`config.mk`:
```
export PLATFORM = sky130hd
export DESIGN_NAME = alu_logop_pipe
export DESIGN_NICKNAME = d
export VERILOG_FILES = /design/src/rtl/alu_pkg.sv /design/src/rtl/alu_logop_core.sv /design/src/rtl/alu_logop_pipe.sv
export SDC_FILE = /design/constraint.sdc
export NUM_CORES = 1
export LEC_CHECK = 0
export ABC_CLOCK_PERIOD_IN_PS = 4800
export CORE_MARGIN = 3
export CORE_UTILIZATION = 45
export DETAILED_ROUTE_END_ITERATION = 8
export GPL_TIMING_DRIVEN = 0
export PLACE_DENSITY = 0.71
export SKIP_LAST_GASP = 1
export SYNTH_ARGS = -nofsm -noshare
export SYNTH_HDL_FRONTEND = slang
export SYNTH_SLANG_ARGS = --single-unit
```
`constraint.sdc`:
```
create_clock -name soc_clk -period 4.8 [get_ports soc_clk]
set_input_delay 1.2 -clock soc_clk [delete_from_list [all_inputs] [get_ports soc_clk]]
set_output_delay 1.2 -clock soc_clk [all_outputs]
set_load 0.1 [all_outputs]
```
`src/rtl/alu_pkg.sv`:
```
// Shared ALU definitions: logic-operation opcodes, opcode type and the S1 payload
// carried by alu_logop_pipe.
package alu_pkg;

  localparam int LOGOP_OP_W  = 5;
  localparam int LOGOP_MAX_W = 64;

  typedef logic [LOGOP_OP_W-1:0] logop_t;

  localparam logop_t LOGOP_AND = 5'd15;
  localparam logop_t LOGOP_OR  = 5'd14;
  localparam logop_t LOGOP_XOR = 5'd11;

  // Operands are held at the widest supported width; narrower units use the low bits.
  typedef struct packed {
    logic [LOGOP_MAX_W-1:0] a;
    logic [LOGOP_MAX_W-1:0] b;
    logop_t                 op;
  } logop_pld_t;

  function automatic logic logop_is_legal(input logop_t op);
    return (op == LOGOP_AND) || (op == LOGOP_OR) || (op == LOGOP_XOR);
  endfunction

endpackage

```
`src/rtl/alu_logop_core.sv`:
```
// Combinational WIDTH-bit AND/OR/XOR with illegal-opcode decode; illegal opcodes
// produce an all-zero result.
module alu_logop_core
  import alu_pkg::*;
#(
  parameter int WIDTH = 32
) (
  input  logic [WIDTH-1:0] a_i,
  input  logic [WIDTH-1:0] b_i,
  input  logop_t           op_i,
  output logic [WIDTH-1:0] res_o,
  output logic             illegal_o
);

  always_comb begin
    res_o     = '0;
    illegal_o = 1'b0;
    case (op_i)
      LOGOP_AND: res_o = a_i & b_i;
      LOGOP_OR:  res_o = a_i | b_i;
      LOGOP_XOR: res_o = a_i ^ b_i;
      default:   illegal_o = 1'b1;
    endcase
  end

endmodule

```
`src/rtl/alu_logop_pipe.sv`:
```
// Two-stage valid/ready logic-operation unit (AND/OR/XOR) with synchronous flush.
// Build with ALU_LOGOP_FLAGS_EN defined to register zero_flag/illegal_op; otherwise both are tied to 0.
module alu_logop_pipe
  import alu_pkg::*;
#(
  parameter int WIDTH = 32,
  parameter int OP_W  = 5
) (
  input  logic             soc_clk,
  input  logic             reset,
  input  logic             flush,
  input  logic             in_valid,
  output logic             in_ready,
  input  logic [WIDTH-1:0] ALU_dat1,
  input  logic [WIDTH-1:0] ALU_dat2,
  input  logic [OP_W-1:0]  decryptedOP,
  output logic             out_valid,
  input  logic             out_ready,
  output logic [WIDTH-1:0] LogOp_out,
  output logic             zero_flag,
  output logic             illegal_op
);

  logic                        s2_ld;
  logic                        s1_ld;
  logic                        s2_take;
  logic                        in_xfer;
  logic [OP_W+LOGOP_OP_W-1:0]  op_ext;
  logop_t                      op_norm;

  logic                        s1_vld_q, s1_vld_d;
  logop_pld_t                  s1_pld_q, s1_pld_d;
  logic                        out_vld_q, out_vld_d;
  logic [WIDTH-1:0]            res_q, res_d;

  logic [WIDTH-1:0]            core_res;
  logic                        core_ill;

  // Opcode bits above the package width can never name a legal operation.
  assign op_ext  = {{LOGOP_OP_W{1'b0}}, decryptedOP};
  assign op_norm = ((op_ext >> LOGOP_OP_W) != '0) ? logop_t'(0) : op_ext[LOGOP_OP_W-1:0];

  assign s2_ld    = !out_vld_q || out_ready;
  assign s1_ld    = !s1_vld_q || s2_ld;
  assign in_ready = s1_ld && !flush;
  assign in_xfer  = in_valid && in_ready;
  assign s2_take  = s2_ld && s1_vld_q && !flush;

  always_comb begin
    s1_pld_d = s1_pld_q;
    if (in_xfer) begin
      s1_pld_d.a  = LOGOP_MAX_W'(ALU_dat1);
      s1_pld_d.b  = LOGOP_MAX_W'(ALU_dat2);
      s1_pld_d.op = op_norm;
    end
  end

  assign s1_vld_d  = flush ? 1'b0 : (s1_ld ? in_xfer : s1_vld_q);
  assign out_vld_d = flush ? 1'b0 : (s2_ld ? s1_vld_q : out_vld_q);
  assign res_d     = s2_take ? core_res : res_q;

  // ---- Stage 1: operands and opcode ----
  always_ff @(posedge soc_clk or posedge reset) begin
    if (reset) begin
      s1_vld_q <= 1'b0;
      s1_pld_q <= '0;
    end else begin
      s1_vld_q <= s1_vld_d;
      s1_pld_q <= s1_pld_d;
    end
  end

  alu_logop_core #(
    .WIDTH (WIDTH)
  ) u_core (
    .a_i       (s1_pld_q.a[WIDTH-1:0]),
    .b_i       (s1_pld_q.b[WIDTH-1:0]),
    .op_i      (s1_pld_q.op),
    .res_o     (core_res),
    .illegal_o (core_ill)
  );

  generate
    if (WIDTH < LOGOP_MAX_W) begin : g_unused_hi
      logic unused_hi;
      assign unused_hi = ^{s1_pld_q.a[LOGOP_MAX_W-1:WIDTH], s1_pld_q.b[LOGOP_MAX_W-1:WIDTH]};
    end
  endgenerate

  // ---- Stage 2: result and output valid ----
  always_ff @(posedge soc_clk or posedge reset) begin
    if (reset) begin
      out_vld_q <= 1'b0;
      res_q     <= '0;
    end else begin
      out_vld_q <= out_vld_d;
      res_q     <= res_d;
    end
  end

  assign out_valid = out_vld_q;
  assign LogOp_out = res_q;

`ifdef ALU_LOGOP_FLAGS_EN
  logic zero_q, zero_d;
  logic ill_q, ill_d;

  assign zero_d = s2_take ? (core_res == '0) : zero_q;
  assign ill_d  = s2_take ? core_ill : ill_q;

  always_ff @(posedge soc_clk or posedge reset) begin
    if (reset) begin
      zero_q <= 1'b0;
      ill_q  <= 1'b0;
    end else begin
      zero_q <= zero_d;
      ill_q  <= ill_d;
    end
  end

  assign zero_flag  = zero_q;
  assign illegal_op = ill_q;
`else
  logic unused_ill;
  assign unused_ill = core_ill;
  assign zero_flag  = 1'b0;
  assign illegal_op = 1'b0;
`endif

endmodule

```
==> results by group <==
Final layout
  – Area growth syn-to-layout: 28.2%
  – Commonest non-fill, non-tap cell in the layout: clkdlybuf4s50_1
  – Layout cells sized above 1: 0.185
  – Post-route cell area: 7110 µm²
  – Final net count: 756
  – Ant diodes: 0
  – Most frequent cells in the layout: 107 x clkdlybuf4s50_1, 103 x dfrtp_1, 64 x inv_1, 64 x ha_1

Synth
  – Library cells used by synthesis: 28
  – Synth Instances: 498
  – Synth warnings: 0
  – Simple-Gate Fraction of Synth Area: 0.0539
  – Adder-cell area share of the yosys netlist: 0.144
  – Sequential-to-total area share from yosys stat: 0.465
  – Mux cell area share after synthesis: 0.151
  – Synth Cell Area: 5550 µm²
  – Avg Inst Size Synth: 11.1 µm²
  – Main combinational cell family by area after synthesis: multiplexers
  – Post-Synth XOR/XNOR Area: 0
  – Seq cells post-synth: 103
  – Compound-cell area share of the yosys netlist: 0.114

Global routing
  – Met3 usage: 0.0581
  – Overflow after GRT: 0
  – Vias in the first global route: 4144
  – Met1 GRT Util: 0.241
  – Pin count of the biggest net entering global routing: 58
  – Initial antenna violation count: 0
  – GR peak layer: met2
  – GR Layer Usage met2: 0.345
  – First-pass GRT wire length: 20400 µm
  – GRT Total Usage: 0.196

Die
  – Initial Util: 0.474
  – Die Wd: about 120 µm
  – Core area: 11700 µm²
  – FP Rows: 39
  – Die H: 117 µm
  – Io pins: 110
  – DIE AREA: 13700 µm²

Routing
  – Drc violations: 0
  – Via Count: between 3000 and 4000
  – DR vias/cell: 5.12
  – Drt first pass iters: 4
  – Total Wirelength: 12600 µm
  – DRT iter0 DRCs: 232
  – DR WL/cell: 16.5 µm
  – Antenna Nets Post-Route: 0

Clocking
  – Longest Clk Path Bufs: 2
  – CTS tree: yes
  – H-Tree Depth: 3
  – Sink Count: 103
  – Clk Latency, worst-skew pair: roughly 0.35 ns
  – Number of buffers created by CTS: 9
  – # resized after CTS: 0
  – Post-CTS Hold Buffers: 0
  – Clock root buffer: clkbuf_16
  – Post-CTS setup buffers: 0
  – Clk slew on worst S/H paths: 0.06 ns

STA
  – Max_slew headroom: 0.343
  – Hold Vio Cnt, Final: 0
  – Max Fclk: 233 MHz
  – Setup violations, final: 0
  – Min Tclk post-route: 4.28 ns
  – Period utilization: 0.892
  – Clock Skew: 0.00456 ns
  – Final WS setup: 0.517 ns
  – RSZ-0062 raised after global routing: false
  – Final Max Slew Viols: 0
  – Slew @ Worst Pin: a little under 1 ns

Placement
  – Placement Setup Slack: 0.514 ns
  – Port Buf Inserts: 107
  – Placed cell areas: ~6800 µm²
  – RePlAce Congestion: ~0.72
  – HPWL Detailed: between 9000 and 10000 µm

Setup path
  – Reg2reg setup slack: 2.88 ns
  – Cell family with most CP delay: buffers and inverters
  – Worst-path fanout max: 4
  – Cell Chain, Critical Path: clkdlybuf4s50_1 > nor2b_4 > a21oi_2 > clkdlybuf4s50_1
  – Worst path most repeated cell: clkdlybuf4s50_1
  – Setup CP Type: input port to output pin
  – Critical path endpoint category: output pin
  – Slowest-stage cell, CP: clkdlybuf4s50_1
  – Buffers plus inverters on the worst setup path: 2
  – Type of origin of the critical path: input port
  – CP max stage delay: 1.15 ns
  – Crit path DAT: approximately 3.1 ns
  – Worst EP required: 3.60 ns

Worst hold path
  – Hold Crit Class: flip-flop to flip-flop

Power and ir drop
  – Pwr per Cell Area: 342 nW/µm²
  – P_leak: 3.34 nW
  – VDD IR-drop max: ~0.25 mV

Job
  – Total of max-cap violations: 0

Status
  – Status: complete, no violations
[Yosys cell counts (all sizes together)]
master,instances,share of area
nand2,59,0.040
nand4b,1,0.0027
a21oi,2,0.0025
dfrtp,103,0.46
nor2b,1,0.0025
a22oi,26,0.035
mux2,69,0.14
nand3b,1,0.0014
buf,18,0.021
or2,1,0.0011
clkbuf,10,0.0068
ha,64,0.14
and3b,1,0.0016
or3b,1,0.0016
conb,1,0.00068
inv,65,0.044
mux2i,6,0.011
o21ai,59,0.067
nor2,4,0.0032
o22a,6,0.0095
[layout make-up]
type / count / area, µm²
fillers: 980 / 4600
clock inverters: 4 / 47.5
repair buffers: 108 / 1100
plain buffers: 28 / 153
flip-flops and latches: 103 / 2580
clock buffers: 11 / 233
multi-input cells: 303 / 2580
inverters: 65 / 246
well taps: 143 / 179
[worst paths after layout]
check | to | startpoint | cells after the start
max in group asynchronous | s1_pld_q[7] | reset | 3
worst max register to register | LogOp_out[3] | s1_pld_q[0] | 6
worst min register to register | LogOp_out[21] | LogOp_out[21] | 2
min in group asynchronous | s1_pld_q[81] | reset | 2
worst min-delay path | LogOp_out[21] | LogOp_out[21] | 2
worst max-delay path | in_ready | out_ready | 4
[through the flow]
stage / utilization / total power, mW / TNS, ns / hold WS (ns) / cells
5_1_grt: 0.607 / 2.57 / 0 / 0.504 / 765
3_3_place_gp: 0.581 / 1.69 / -74.74 / 0.473 / 749
6_report: 0.607 / 2.43 / 0 / 0.480 / 765
3_5_place_dp: 0.583 / 1.73 / 0 / 0.469 / 750
4_1_cts: 0.607 / 2.46 / 0 / 0.483 / 765
2_1_floorplan: - / 1.52 / 0 / 0.487 / 499
[flip-flops by register name, summed over array words and instances, names as in the netlist]
register   count
out_valid      1
s1_pld_q      69
s1_vld_q       1
LogOp_out     32
[worst register-to-register path, cell delays in order, from the launching register on]
cell and delay, ns:
dfrtp_1 0.33, buf_2 0.23, nand4b_2 0.27, nor2_2 0.42, buf_2 0.32, a22oi_1 0.15
o21ai_2 0.13
[where the power goes]
part	internal [mW]	switching, mW
sequential	0.974	0.0809
combinational	0.276	0.381
clock	0.400	0.317
total	1.65	0.780
[layer usage]
metal	wire length, µm	vias to the layer above
li1	-	1900
met1	5460	1922
met2	6390	91
met3	691	7
met4	78	0
met5	0	-
[cell families after synthesis]
kind of cell             Yosys count
flip-flops                       103
multiplexers                      75
adder cells (fa/ha/maj)           64
buffers and inverters             93
AND/OR/NAND/NOR                   69
AO/OA/AOI/OAI                     93
other                              1
(Power assumes the default switching activity.)
